===== config.mk =====
export PLATFORM = sky130hd
export DESIGN_NAME = shift_reg_sre_flat
export DESIGN_NICKNAME = d
export VERILOG_FILES = /design/src/rtl/shift_reg_sre_if.sv /design/src/rtl/shift_reg_sre.sv /design/src/flat_wrapper.sv
export SDC_FILE = /design/constraint.sdc
export NUM_CORES = 1
export LEC_CHECK = 0
export BUFFER_PORTS_ARGS = -buffer_cell sky130_fd_sc_hd__buf_4
export CAP_MARGIN = 40
export CORE_MARGIN = 2
export CORE_UTILIZATION = 30
export DETAILED_ROUTE_END_ITERATION = 10
export SLEW_MARGIN = 20
export SYNTH_ARGS = -nofsm -noshare
export SYNTH_HDL_FRONTEND = slang
export SYNTH_SLANG_ARGS = --single-unit

===== constraint.sdc =====
create_clock -name C -period 3.5 [get_ports C]
set_input_delay 0.175 -clock C [delete_from_list [all_inputs] [get_ports C]]
set_output_delay 0.175 -clock C [all_outputs]
set_load 0.05 [all_outputs]

===== src/rtl/shift_reg_sre_if.sv =====
// Bus bundle for shift_reg_sre: shift/tap inputs from the master, tap data and fill status back.
interface shift_reg_sre_if #(
    parameter int WIDTH = 8,
    parameter int DEPTH = 16
);
    localparam int AW = $clog2(DEPTH);

    logic             CE;
    logic [WIDTH-1:0] D;
    logic [AW-1:0]    A;
    logic [WIDTH-1:0] Q;
    logic [WIDTH-1:0] Q_LAST;
    logic             VALID;
    logic [AW:0]      FILL;

    modport master (output CE, D, A, input Q, Q_LAST, VALID, FILL);
    modport slave  (input CE, D, A, output Q, Q_LAST, VALID, FILL);
endinterface


===== src/rtl/shift_reg_sre.sv =====
// Addressable WIDTH x DEPTH shift register with sync reset, clock enable, fill tracking
// and an optionally registered read tap.
module shift_reg_sre #(
    parameter int               WIDTH = 8,
    parameter int               DEPTH = 16,
    parameter logic [WIDTH-1:0] INIT  = {WIDTH{1'b0}},
    parameter logic [WIDTH-1:0] SRVAL = {WIDTH{1'b0}},
    parameter bit               QREG  = 1'b1
) (
    input  logic           C,
    input  logic           R,
    shift_reg_sre_if.slave bus
);
    localparam int              AW      = $clog2(DEPTH);
    localparam logic [AW:0]     DEPTH_W = (AW+1)'(DEPTH);
    localparam logic [AW-1:0]   LAST_A  = AW'(DEPTH - 1);
    localparam logic [AW:0]     ONE_W   = (AW+1)'(1);

    logic [WIDTH-1:0] stage_r [DEPTH] = '{default: INIT};
    logic [AW:0]      fill_r          = {(AW+1){1'b0}};
    logic [AW-1:0]    a_eff_s;
    logic [WIDTH-1:0] tap_s;
    logic             vld_s;

    // Addresses past the last stage only exist for non-power-of-2 depths; they read the oldest stage.
    if ((1 << AW) == DEPTH) begin : g_pow2
        assign a_eff_s = bus.A;
    end else begin : g_clamp
        // Clamp the read address onto the last stage.
        always_comb begin
            if ({1'b0, bus.A} >= DEPTH_W) begin
                a_eff_s = LAST_A;
            end else begin
                a_eff_s = bus.A;
            end
        end
    end

    // Tap data and its validity from the pre-edge array and fill count.
    always_comb begin
        tap_s = stage_r[a_eff_s];
        vld_s = (fill_r > {1'b0, a_eff_s});
    end

    // Shift chain and saturating fill counter; reset wins over clock enable.
    always_ff @(posedge C) begin
        if (R) begin
            for (int i = 0; i < DEPTH; i++) begin
                stage_r[i] <= SRVAL;
            end
            fill_r <= {(AW+1){1'b0}};
        end else if (bus.CE) begin
            stage_r[0] <= bus.D;
            for (int i = 1; i < DEPTH; i++) begin
                stage_r[i] <= stage_r[i-1];
            end
            if (fill_r != DEPTH_W) begin
                fill_r <= fill_r + ONE_W;
            end
        end
    end

    if (QREG) begin : g_qreg
        logic [WIDTH-1:0] q_r     = INIT;
        logic             valid_r = 1'b0;

        // Output register samples the tap every cycle, independent of CE.
        always_ff @(posedge C) begin
            if (R) begin
                q_r     <= SRVAL;
                valid_r <= 1'b0;
            end else begin
                q_r     <= tap_s;
                valid_r <= vld_s;
            end
        end

        assign bus.Q     = q_r;
        assign bus.VALID = valid_r;
    end else begin : g_qcomb
        assign bus.Q     = tap_s;
        assign bus.VALID = vld_s;
    end

    assign bus.Q_LAST = stage_r[DEPTH-1];
    assign bus.FILL   = fill_r;
endmodule


===== src/flat_wrapper.sv =====
// flat-port wrapper written by rule: the top's interface ports become plain ports
module shift_reg_sre_flat 
#(
    parameter int               WIDTH = 8,
    parameter int               DEPTH = 16,
    parameter logic [WIDTH-1:0] INIT  = {WIDTH{1'b0}},
    parameter logic [WIDTH-1:0] SRVAL = {WIDTH{1'b0}},
    parameter bit               QREG  = 1'b1
)
  (C, R, bus_CE, bus_D, bus_A, bus_Q, bus_Q_LAST, bus_VALID, bus_FILL);
  shift_reg_sre_if #(.WIDTH(WIDTH), .DEPTH(DEPTH)) bus_i ();
  input  logic C;
  input  logic R;
  input wire logic [$bits(bus_i.CE)-1:0] bus_CE;
  input wire logic [$bits(bus_i.D)-1:0] bus_D;
  input wire logic [$bits(bus_i.A)-1:0] bus_A;
  output wire logic [$bits(bus_i.Q)-1:0] bus_Q;
  output wire logic [$bits(bus_i.Q_LAST)-1:0] bus_Q_LAST;
  output wire logic [$bits(bus_i.VALID)-1:0] bus_VALID;
  output wire logic [$bits(bus_i.FILL)-1:0] bus_FILL;
  assign bus_i.CE = bus_CE;
  assign bus_i.D = bus_D;
  assign bus_i.A = bus_A;
  assign bus_Q = bus_i.Q;
  assign bus_Q_LAST = bus_i.Q_LAST;
  assign bus_VALID = bus_i.VALID;
  assign bus_FILL = bus_i.FILL;
  shift_reg_sre #(.WIDTH(WIDTH), .DEPTH(DEPTH), .INIT(INIT), .SRVAL(SRVAL), .QREG(QREG)) u_core (.C(C), .R(R), .bus(bus_i));
endmodule

---- Word level (Yosys, flattened, before mapping) ----
Memories as Yosys holds them, arrays and structs flattened. A register that Yosys moved wholly into a read port is not among the register bits.
Cells that the tools add are included.
operators by class
  $add $sub $neg .......................... 1
  magnitude comparators ................... 1
  eq/ne operators ......................... 1
  mux-type cells .......................... 21
  bitwise operators ....................... 16
  reductions and logical operators ........ 1
operator list
  operator             number
  $mux 8               16
  $or 1x1->1           16
  $add 5x1->5 const B  1
  $gt 5x4->1           1
  $mux 1               5
  $ne 5x5->1 const B   1
  $reduce_and 2->1     1
storage, ports and cells
  bits in registers ....................... 6
  bits in writable memories ............... 128
  input bits .............................. 15
  output and inout bits ................... 22
  word-level logic and storage cells ...... 44
  memories kept ........................... 1
memory list
  name            depth  bits a word  rd ports  clocked after memory_dff  wr ports  line                 source
  u_core.stage_r  16     8            17        1                         16        shift_reg_sre.sv:19  logic [WIDTH-1:0] stage_r [DEPTH] = '{default: INIT};

---- Longest topological paths before layout ----
  depth after elaboration ................. 4
  depth in mapped cells ................... 8

---- Worst setup path before layout ----
No wires, ideal clock.
  path kind ............................... input-to-reg
  start ................................... input R
  end ..................................... memory u_core.stage_r[0][0] (enable)
  library setup time ...................... 0.433 ns
  data arrival time ....................... 2.360 ns
  data required time ...................... 3.067 ns
  setup slack ............................. 0.706 ns
  cell stages on the path ................. 3
  path buffers ............................ 2
  cells stage by stage .................... clkbuf_1 > buf_1 > or2_2
RTL lines
  item         line                 source
  from (decl)  flat_wrapper.sv:13   input logic R;
  to (decl)    shift_reg_sre.sv:19

==> flow_metrics.env <==
export IMPL_fmax_ghz=0.573
export IMPL_grt_busiest_layer="met2"
export IMPL_synth_cell_types=33
export IMPL_via_count=3378
export IMPL_met1_usage_pct=15.2
export IMPL_setup_ws_ns=1.75
export IMPL_synth_nets=445
export IMPL_finalCritPeriodShare_pct=49.9
export IMPL_grt_util_met3_pct=2.96
export IMPL_powerDensity_nw_per_um2=554
export IMPL_final_cells=745
export IMPL_clock_path_buffers=2
export IMPL_vdd_drop_max_v=0.000357
export IMPL_clkSinkCount=142
export IMPL_slew_violations=0
export IMPL_tightest_slew_ns=0.795
export IMPL_syn2layout_area_growth_pct=17.6
export IMPL_synth_top_cell_by_area="edfxtp_1"
export IMPL_critical_path_class="in -> reg"
export IMPL_crit_chain="buf_4 -> or2_4 -> buf_12"
export IMPL_ant_nets=0
export IMPL_dpl_cell_area_sq_um=6860
export IMPL_cpPeakStageDelay_ns=0.76
export IMPL_path_clk_slew_ns=0.06
export IMPL_syn_instance_count=424
export IMPL_drt_pass1_iterations=4
export IMPL_avgSynthCellArea_sq_um=15.0
export IMPL_worstHoldPathType="in -> reg"
export IMPL_reg2reg_to="u_core.bus.VALID"
export IMPL_grtUsageMet2_pct=16.2
export IMPL_htreeDepth=4
export IMPL_coreArea_sq_um=20900
export IMPL_routabilityCongestion=0.717
export IMPL_ys_ff_latch=142
export IMPL_dp_hpwl_microns=6850
export IMPL_max_cap_violations=0
export IMPL_crit_path_top_delay_cell="or2_4"
export IMPL_grt_pass1_wl_microns=18800
export IMPL_hold_viol=0
export IMPL_routed_via_density=4.53
export IMPL_slew_headroom_pct=47.0
export IMPL_initial_core_util_pct=30.4
export IMPL_cts_resized_gates=0
export IMPL_path_max_fanout=58
export IMPL_fin_crit_ns=1.75
export IMPL_hold_buffers=0
export IMPL_layout_common_cells="edfxtp_1 (128), and2_1 (80), nor2b_1 (50)"
export IMPL_cp_end_kind="flop"
export IMPL_finalSetupViolCount=0
export IMPL_grtUsageTotal_pct=10.9
export IMPL_synth_area_leaders="edfxtp_1 (61%), and2_1 (7.9%), nor2b_1 (5.0%)"
export IMPL_drc=0
export IMPL_power_leakage_nw=2.90
export IMPL_yosys_warnings=0
export IMPL_die_w_microns=149
export IMPL_n_antenna_cell=0
export IMPL_rsz0062_at_grt="no"
export IMPL_endpoint="u_core.stage_r[2][1]"
export IMPL_post_cts_setup_buffers=0
export IMPL_drive_gt1_share_pct=18.3
export IMPL_reg2reg_depth=5
export IMPL_rows=53
export IMPL_crit_path_start="R"
export IMPL_skew_ns=0.00775
export IMPL_syn_area_sq_um=6350
export IMPL_r2r_slack_ns=2.11
export IMPL_design_area_sq_um=7460
export IMPL_setup_tns_ns=0
export IMPL_holdWs_ns=0.0378
export IMPL_die_h_microns=149
export IMPL_grt_max_degree=81
export IMPL_yosysTopAreaCellShare_pct=60.6
export IMPL_cts_root_buf="clkbuf_16"
export IMPL_wl_per_cell_microns=15.4
export IMPL_dpl_worst_slack_ns=1.27
export IMPL_fin_nets=478
export IMPL_synth_seq_area_share_pct=65.0
export IMPL_port_buffers=36
export IMPL_tritoncts="built"
export IMPL_cts_buffers=17
export IMPL_drt_iter0_drc=281
export IMPL_dp_cells=712
export IMPL_grt_overflow=0
export IMPL_clkLatencyLatePin_ns=0.42
export IMPL_r2r_start="u_core.bus.FILL[1]"
export IMPL_die_area_sq_um=22300
export IMPL_antenna_found_initial=0
export IMPL_totalWireLength_microns=11500
export IMPL_status="complete, no violations"
export IMPL_cp_required_ns=3.59
export IMPL_grt_pass1_vias=3458
export IMPL_worstSetupStartpointType="primary input"
export IMPL_cp_arrival_ns=1.83
export IMPL_io_pins=37
export IMPL_final_common_cell="edfxtp_1"
## worst max-delay path: cells and delay by family
family	cells	cell delay [ns]
buffers and inverters	2	0.81
and+or+nand+nor	1	0.76
## registers in the layout, indices dropped and copies added (netlist names)
register	flops
u_core.stage_r	128
u_core.bus.Q	8
u_core.bus.VALID	1
u_core.bus.FILL	5
## report_power, final
group,switching (mW),leakage (nW),internal [mW]
clock,0.671,0.283,1.08
combinational,0.209,1.09,0.144
sequential,0.0553,1.53,1.97
total,0.935,2.90,3.20
## per-stage QoR
step / power [mW] / utilization [%]
5_1_grt: 4.28 / 35.7
4_1_cts: 4.17 / 35.6
3_5_place_dp: 2.42 / 32.8
6_report: 4.13 / 35.7
2_1_floorplan: 2.31 / -
3_3_place_gp: 2.40 / 32.8
## cells in the mapped netlist
| library cell | count |
|---|---|
| inv_1 | 4 |
| nand4bb_1 | 1 |
| nand4_1 | 3 |
| o21ai_0 | 4 |
| nor2b_1 | 51 |
| buf_2 | 4 |
| mux4_2 | 11 |
| o21ai_1 | 8 |
| mux2_1 | 3 |
| a211oi_1 | 1 |
| a22oi_1 | 3 |
| buf_6 | 3 |
| o211ai_1 | 3 |
| buf_12 | 1 |
| o2111ai_1 | 5 |
| clkbuf_1 | 15 |
| inv_2 | 1 |
| mux2i_1 | 24 |
| buf_1 | 3 |
| ha_1 | 6 |
| edfxtp_1 | 128 |
| dfxtp_1 | 14 |
| nand3_1 | 7 |
| buf_8 | 1 |
| o21a_1 | 1 |
| xnor2_1 | 1 |
| or2_2 | 2 |
| xor2_1 | 3 |
| a21oi_1 | 4 |
| mux4_1 | 10 |
| nor2_1 | 11 |
| and2_1 | 80 |
| nand2_1 | 8 |
## per-layer routing
layer  share of wire, %  up-vias
li1                   -     1622
met1                 49     1684
met2                 47       57
met3                2.7       15
met4                1.5        0
met5                  0        -
## area by class of cell
class / instances / area [sq um]
Clock buffer: 21 / 460
Fill cell: 1959 / 13400
Clock inverter: 11 / 118
Timing Repair Buffer: 41 / 340
Sequential cell: 142 / 4120
Inverter: 5 / 18.8
Multi-Input combinational cell: 250 / 2060
Tap cell: 275 / 344
## logic make-up after synthesis
kind of cell,count (synthesis),share of synthesized area (%)
adder cells (fa/ha/maj),6,1.18
AO/OA/AOI/OAI,29,2.90
XOR/XNOR,4,0.552
flip-flops,142,65.0
AND/OR/NAND/NOR,163,15.3
multiplexers,48,12.4
buffers and inverters,32,2.76
## worst min path at each step
stage / cells past startpoint / end / startpoint / slack, ns
after CTS: 2 / u_core.stage_r[0][2] / bus_D[2] / 0.02
final: 2 / u_core.stage_r[0][2] / bus_D[2] / 0.04
after global routing: 2 / u_core.stage_r[0][2] / bus_D[2] / 0.03
after detailed placement: 2 / u_core.stage_r[0][7] / bus_D[7] / 0.46
after floorplan: 2 / u_core.bus.FILL[1] / bus_CE / 0.33
after global placement: 2 / u_core.stage_r[0][7] / bus_D[7] / 0.46
Power figures use the tool's default switching activity.
